===== src/rtl/xyolo_int_addrgen.sv =====
// -----------------------------------------------------------------------------
// xyolo_int_addrgen
//
// Internal (B-side) sequencer for the YOLO write stage. On a run pulse it
// latches its configuration, then issues one pixel read per cycle to the vread
// memory together with the matching weight tap index. The read strobe is
// delayed to produce the xyolo vector controls (ld_acc, ld_res, ld_mp), and
// ld_res is delayed again to produce the vwrite memory writes once each result
// is stable at the xyolo output.
//
// Ports
//   clk, rst        clock (rising edge), asynchronous active-low reset
//   run             start pulse, accepted only while idle
//   done            high while idle (nothing in flight)
//   start/incr/shift  pixel address start, per-tap step, extra per-output step
//   period          taps per output; iterations: number of outputs
//   out_start       first vwrite address
//   maxpool         2x2 maxpool mode: one write per group of 4 results
//   vwrite_mask     lanes written on each vwrite
//   vread_enB/vread_addrB  pixel read strobe and address
//   w_en/w_addr     weight fetch strobe and tap index
//   ld_acc/ld_mp/ld_res    xyolo vector controls
//   vwrite_enB/vwrite_addrB  per-lane write enables and write address
//   dbg_state       current FSM state (IDLE=0, ISSUE=1, DRAIN=2)
//
// Latency from run accept to done high:
//   iterations*period + RD_LAT + 1 + XY_LAT + 2 cycles.
// -----------------------------------------------------------------------------
module xyolo_int_addrgen #(
   parameter int N_VECT  = 16,
   parameter int RADDR_W = 14,
   parameter int WADDR_W = 10,
   parameter int CNT_W   = 16,
   parameter int RD_LAT  = 2,
   parameter int XY_LAT  = 3
) (
   input  logic               clk,
   input  logic               rst,
   input  logic               run,
   output logic               done,
   input  logic [RADDR_W-1:0] start,
   input  logic [RADDR_W-1:0] incr,
   input  logic [RADDR_W-1:0] shift,
   input  logic [CNT_W-1:0]   period,
   input  logic [CNT_W-1:0]   iterations,
   input  logic [WADDR_W-1:0] out_start,
   input  logic               maxpool,
   input  logic [N_VECT-1:0]  vwrite_mask,
   output logic               vread_enB,
   output logic [RADDR_W-1:0] vread_addrB,
   output logic               w_en,
   output logic [CNT_W-1:0]   w_addr,
   output logic               ld_acc,
   output logic               ld_mp,
   output logic               ld_res,
   output logic [N_VECT-1:0]  vwrite_enB,
   output logic [WADDR_W-1:0] vwrite_addrB,
   output logic [1:0]         dbg_state
);

   typedef enum logic [1:0] {
      S_IDLE  = 2'd0,
      S_ISSUE = 2'd1,
      S_DRAIN = 2'd2
   } state_t;

   localparam logic [CNT_W-1:0]   C_ONE = CNT_W'(1);
   localparam logic [WADDR_W-1:0] W_ONE = WADDR_W'(1);

   state_t r_state, w_state_nxt;

   // latched configuration
   logic [RADDR_W-1:0] r_incr, r_shift;
   logic [CNT_W-1:0]   r_period, r_iter;
   logic               r_mp;
   logic [N_VECT-1:0]  r_mask;

   // issue-side counters
   logic [RADDR_W-1:0] r_addr;
   logic [CNT_W-1:0]   r_tap, r_out_cnt;

   // write-side counters
   logic [WADDR_W-1:0] r_wptr;
   logic [CNT_W-1:0]   r_res_cnt;
   logic [1:0]         r_grp_cnt;

   // delay lines: read strobe, last-tap strobe, result-to-write
   logic [RD_LAT-1:0]  r_rd_pipe;
   logic [RD_LAT:0]    r_last_pipe;
   logic [XY_LAT-1:0]  r_wr_pipe;

   logic w_accept, w_issue, w_last_tap, w_last_out, w_pipe_empty;
   logic w_wr_pulse, w_write;

   assign w_issue      = (r_state == S_ISSUE);
   assign w_last_tap   = (r_tap == r_period - C_ONE);
   assign w_last_out   = (r_out_cnt == r_iter - C_ONE);
   assign w_pipe_empty = ~|r_rd_pipe & ~|r_last_pipe & ~|r_wr_pipe;
   assign w_wr_pulse   = r_wr_pipe[XY_LAT-1];
   // In maxpool mode only every 4th result is written, except that the final
   // result always flushes a trailing partial group.
   assign w_write      = w_wr_pulse &
                         (~r_mp | (r_grp_cnt == 2'd3) | (r_res_cnt == r_iter - C_ONE));

   // next-state logic
   always_comb begin
      w_state_nxt = r_state;
      w_accept    = 1'b0;
      case (r_state)
         S_IDLE: begin
            if (run) begin
               w_accept = 1'b1;
               // a zero-sized job latches config but never leaves idle
               if ((iterations != '0) && (period != '0)) w_state_nxt = S_ISSUE;
            end
         end
         S_ISSUE: begin
            if (w_last_tap && w_last_out) w_state_nxt = S_DRAIN;
         end
         S_DRAIN: begin
            if (w_pipe_empty) w_state_nxt = S_IDLE;
         end
         default: w_state_nxt = S_IDLE;
      endcase
   end

   always_ff @(posedge clk or negedge rst) begin
      if (!rst) r_state <= S_IDLE;
      else      r_state <= w_state_nxt;
   end

   // configuration capture and read address / tap sequencing
   always_ff @(posedge clk or negedge rst) begin
      if (!rst) begin
         r_incr    <= '0;
         r_shift   <= '0;
         r_period  <= '0;
         r_iter    <= '0;
         r_mp      <= 1'b0;
         r_mask    <= '0;
         r_addr    <= '0;
         r_tap     <= '0;
         r_out_cnt <= '0;
      end else if (w_accept) begin
         r_incr    <= incr;
         r_shift   <= shift;
         r_period  <= period;
         r_iter    <= iterations;
         r_mp      <= maxpool;
         r_mask    <= vwrite_mask;
         r_addr    <= start;
         r_tap     <= '0;
         r_out_cnt <= '0;
      end else if (w_issue) begin
         if (w_last_tap) begin
            r_addr    <= r_addr + r_incr + r_shift;
            r_tap     <= '0;
            r_out_cnt <= r_out_cnt + C_ONE;
         end else begin
            r_addr <= r_addr + r_incr;
            r_tap  <= r_tap + C_ONE;
         end
      end
   end

   // delay lines
   always_ff @(posedge clk or negedge rst) begin
      if (!rst) begin
         r_rd_pipe   <= '0;
         r_last_pipe <= '0;
         r_wr_pipe   <= '0;
      end else begin
         r_rd_pipe[0]   <= w_issue;
         r_last_pipe[0] <= w_issue & w_last_tap;
         r_wr_pipe[0]   <= r_last_pipe[RD_LAT];
         for (int k = 1; k < RD_LAT; k++)  r_rd_pipe[k]   <= r_rd_pipe[k-1];
         for (int k = 1; k <= RD_LAT; k++) r_last_pipe[k] <= r_last_pipe[k-1];
         for (int k = 1; k < XY_LAT; k++)  r_wr_pipe[k]   <= r_wr_pipe[k-1];
      end
   end

   // write pointer and result counters
   always_ff @(posedge clk or negedge rst) begin
      if (!rst) begin
         r_wptr    <= '0;
         r_res_cnt <= '0;
         r_grp_cnt <= '0;
      end else if (w_accept) begin
         r_wptr    <= out_start;
         r_res_cnt <= '0;
         r_grp_cnt <= '0;
      end else if (w_wr_pulse) begin
         r_res_cnt <= r_res_cnt + C_ONE;
         r_grp_cnt <= r_grp_cnt + 2'd1;
         if (w_write) r_wptr <= r_wptr + W_ONE;
      end
   end

   assign done         = (r_state == S_IDLE);
   assign vread_enB    = w_issue;
   assign w_en         = w_issue;
   assign vread_addrB  = w_issue ? r_addr : '0;
   assign w_addr       = w_issue ? r_tap : '0;
   assign ld_acc       = r_rd_pipe[RD_LAT-1];
   assign ld_res       = r_last_pipe[RD_LAT];
   assign ld_mp        = r_last_pipe[RD_LAT] & r_mp;
   assign vwrite_enB   = w_write ? r_mask : '0;
   assign vwrite_addrB = w_write ? r_wptr : '0;
   assign dbg_state    = r_state;

endmodule


===== config.mk =====
export PLATFORM = sky130hd
export DESIGN_NAME = xyolo_int_addrgen
export DESIGN_NICKNAME = d
export VERILOG_FILES = /design/src/rtl/xyolo_int_addrgen.sv
export SDC_FILE = /design/constraint.sdc
export NUM_CORES = 1
export LEC_CHECK = 0
export ABC_AREA = 1
export CAP_MARGIN = 20
export CORE_ASPECT_RATIO = 1.1
export CORE_UTILIZATION = 30
export CTS_BUF_LIST = sky130_fd_sc_hd__clkbuf_2 sky130_fd_sc_hd__clkbuf_4 sky130_fd_sc_hd__clkbuf_8
export CTS_CLUSTER_SIZE = 10
export DETAILED_ROUTE_END_ITERATION = 10
export GPL_TIMING_DRIVEN = 0
export PLACE_DENSITY_LB_ADDON = 0.12
export SYNTH_ARGS = -nofsm -noshare
export SYNTH_HDL_FRONTEND = slang
export SYNTH_SLANG_ARGS = --single-unit

===== constraint.sdc =====
create_clock -name clk -period 3.7 [get_ports clk]
set_clock_uncertainty 0.1 [all_clocks]
set_input_delay 1.11 -clock clk [delete_from_list [all_inputs] [get_ports clk]]
set_output_delay 1.11 -clock clk [all_outputs]
set_load 0.05 [all_outputs]

==> summary.md <==
| Metric | Value |
|---|---|
| Status | `finished, violations left` |
| Failing checks | `setup timing` |
| Synth cell types | `44` |
| Setup crit start kind | `flip-flop` |
| Die area | `between 30,000 and 40,000 um^2` |
| Synth Register Bits | `161` |
| Area Growth Syn to Fin | `30.0%` |
| Worst slew pin tran | `0.850 ns` |
| Crit path kind | `flip-flop to output pin` |
| Synth Area in Compound Gates | `8.96%` |
| GPL Wtd Cong | `~0.88` |
| Initial antenna violation count | `1` |
| CP delay by family, top | `simple AND/OR/NAND/NOR gates` |
| # DRC | `0` |
| CTS H-tree lvls | `4` |
| Max incr delay on CP | `about 0.45 ns` |
| CTS hold repair buffers | `0` |
| Final WL | `36.0 mm` |
| FMAX | `between 200 and 250 MHz` |
| Async SR Flop Fraction | `100%` |
| Nets | `around 1.9k` |
| Port Buffer Count | `167` |
| Final instance area | `14,100 um^2` |
| Total power | `3.25 mW` |
| Post-Synth Simple-Gate Area | `34.1%` |
| Top Ports | `168` |
| CTS Root Cell | `clkbuf_8` |
| Drt pass-1 iters | `5` |
| Die H | `between 200 and 250 um` |
| Final hold violations | `0` |
| Worst path slowest cell | `dfrtp_2` |
| Smallest setup slack after layout | `-0.376 ns` |
| Power Dens Cells | `231 nW/um^2` |
| Rows | `around 70` |
| Cells after synthesis | `around 1.6k` |
| Syn Area/Cell | `6.89 um^2` |
| First-pass GRT wire length | `approximately 57 mm` |
| Critical path buffers and inverters | `3` |
| Drt wl/cell | `15.9 um` |
| Final ANT Viol Nets | `0` |
| CTS max path bufs | `2` |
| Initial drt markers | `554` |
| Hold/Removal Path Class | `flip-flop to flip-flop` |
| Post-Synth XOR/XNOR Area | `5.89%` |
| Multiplexer share of the synthesized area | `0%` |
| Synth Area in Adders | `between 4 and 5%` |
| Via Count | `10.7k` |
| Share of cells above drive strength 1 | `12.3%` |
| Gr ovfl total | `0` |
| Hpwl dp | `27.9 mm` |
| Largest net degree at the start of global routing | `111` |
| Final min period | `4.08 ns` |
| Total GRT Usage | `20.1%` |
| CTS clock-pin slew for the worst setup and hold paths | `0.10 ns` |
| Die width | `183 um` |
| Crit-path cells | `inv_4, ha_4, nand3_4, nor2_4, nand2_2, nand3_2, nand2_2, nor2_2, nand2_1, nor2_2, nand3_4, nand2_4, nand2_8, buf_12, nor2_4, buf_6` |
| Sequential share of the synthesized area | `37.2%` |
| Worst Path Arrival | `2.87 ns` |
| Main combinational cell family by area after synthesis | `simple AND/OR/NAND/NOR gates` |
| Final setup fails | `26` |
| Final TNS setup | `-9.00 ns` |
| Worst-path fanout max | `6` |
| Cts bufs inserted | `17` |
| Final cell utilization of the core | `39.8%` |
| Placed cell area | `13,100 um^2` |
| Leak | `6.98 nW` |
| Slew HR | `43.4%` |
| Slew Viols, Final | `0` |
| CTS tree | `yes` |
| Post-synth top flop | `dfrtp_1` |
| Critical Path RT | `2.49 ns` |
| Starting density of the core | `slightly above 30%` |
| Net Count, Synth | `1,712` |
| Number of synthesized flops with an enable pin | `0` |
| Core area | `35,300 um^2` |
| Clock sinks | `161` |
| Vias in the first global route | `approximately 11k` |
| Maximum VDD drop | `approximately 0.23 mV` |
| Mapped Area | `roughly 11,000 um^2` |
| Yosys warning total | `0` |
| RSZ-0062 raised after global routing | `true` |
| Later-pin clock latency in the skew report | `~0.49 ns` |
| Max Cap Viol | `0` |
| Worst setup EP type | `output pin` |
| Tcrit/Tclk final | `110%` |
| Vias/cell | `4.70` |
-- per-stage QoR --
step | setup WS [ns] | hold slack (ns) | std cells
2_1_floorplan | -0.0560 | 0.254 | 1571
3_3_place_gp | -5.99 | 0.260 | 2219
3_5_place_dp | -1.02 | 0.264 | 2220
4_1_cts | -0.387 | 0.286 | 2263
5_1_grt | -0.560 | 0.298 | 2268
6_report | -0.376 | 0.286 | 2268
-- worst register-to-register path: cells and delay by family (launching register included) --
| family | cells | cell delay (ns) |
|---|---|---|
| DFF | 1 | 0.38 |
| and+or+nand+nor | 14 | 1.40 |
| adders and majority gates | 3 | 0.83 |
| buffers and inverters | 2 | 0.12 |
| AOI/OAI and AO/OA | 3 | 0.55 |
-- per-layer routing --
| layer | track usage [%] | routed length (um) | vias up |
|---|---|---|---|
| met5 | 0 | 0 | - |
| met1 | 25.3 | 15800 | 4998 |
| met2 | 34.0 | 17500 | 226 |
| li1 | - | - | 5392 |
| met3 | 3.38 | 1470 | 54 |
| met4 | 8.18 | 1270 | 0 |
-- power by group --
group | total (mW) | switching (mW) | internal, mW
Combinational | 0.168 | 0.0666 | 0.101
Clock | 1.32 | 0.733 | 0.587
Sequential | 1.76 | 0 | 1.76
-- sequential cells by signal (all words and copies together), names as in the netlist, 3 cells and up --
signal       count
r_shift         14
r_out_cnt       16
r_period        16
r_incr          14
r_res_cnt       16
r_last_pipe      3
r_addr          14
r_wptr          10
r_wr_pipe        3
r_iter          16
r_mask          16
r_tap           16
-- cells in the final DEF (no fill, tap or decap), drive strengths merged, types with 9 or more instances in the layout --
cell type      count
nand2            469
inv              220
nor2             179
dfrtp            161
nand3            129
clkdlybuf4s50    108
o21ai            106
buf               74
clkbuf            56
xor2              53
a21oi             38
ha                35
nand4             28
xnor2             18
nand3b            16
nor3              16
o22ai             13
nor4               9
-- cells in the mapped netlist, types with 2 or more instances --
cell / n / share of area (%)
a211oi_1: 4 / 0.28
a21boi_0: 3 / 0.21
a21o_1: 4 / 0.28
a21oi_1: 38 / 1.8
a31oi_1: 4 / 0.23
and2_1: 4 / 0.23
buf_1: 3 / 0.10
buf_2: 3 / 0.14
buf_4: 3 / 0.21
buf_6: 2 / 0.21
clkbuf_1: 32 / 1.1
dfrtp_1: 161 / 37
fa_1: 2 / 0.37
ha_1: 35 / 4.0
inv_1: 216 / 7.5
inv_2: 2 / 0.069
nand2_1: 464 / 16
nand2_2: 4 / 0.23
nand3_1: 126 / 5.8
nand3_2: 2 / 0.18
nand3b_1: 16 / 1.1
nand4_1: 28 / 1.6
nor2_1: 169 / 5.9
nor2_2: 5 / 0.29
nor2_4: 4 / 0.42
nor3_1: 16 / 0.74
nor4_1: 9 / 0.52
o211ai_1: 5 / 0.35
o21ai_0: 104 / 4.8
o21ai_1: 2 / 0.092
o21bai_1: 3 / 0.21
o22ai_1: 13 / 0.75
or2_2: 6 / 0.35
xnor2_1: 18 / 1.5
xor2_1: 51 / 4.1
xor2_2: 2 / 0.30
-- final timing paths --
kind	cells past startpoint	endpoint	slack (ns)	start
setup / recovery	16	vwrite_addrB[7]	-0.38	r_iter[0]$_DFFE_PN0P_
hold / removal	0	r_last_pipe[2]$_DFF_PN0_	0.29	r_last_pipe[1]$_DFF_PN0_
setup reg to reg	22	r_addr[13]$_DFFE_PN0P_	0.22	r_incr[0]$_DFFE_PN0P_
hold reg to reg	0	r_last_pipe[2]$_DFF_PN0_	0.29	r_last_pipe[1]$_DFF_PN0_
max in group asynchronous	2	r_iter[7]$_DFFE_PN0P_	2.11	rst
min in group asynchronous	1	r_shift[8]$_DFFE_PN0P_	0.43	rst
-- final cells by class --
cell class,count,area (um^2)
well taps,481,602
repair buffers,184,1780
flip-flops and latches,161,4040
diodes,1,2.50
plain buffers,42,228
fillers,3847,21200
clock buffers,21,277
multi-input cells,1147,6200
clock inverters,11,106
inverters,220,835
-- kinds of logic after synthesis --
kind of cell,Yosys count
AO/OA/AOI/OAI,180
buffers and inverters,263
adder cells (fa/ha/maj),37
AND/OR/NAND/NOR,859
XOR/XNOR,71
flip-flops,161
-- what timing repair did --
action                                  CTS  global route
endpoints found under the hold margin     0             0
resized for setup                       376            63
pin swaps                                10            20
endpoints found under the setup margin   60            53
cloned                                    2             0
setup buffers                             9             5
No activity file was read; power rests on OpenSTA's default activity.
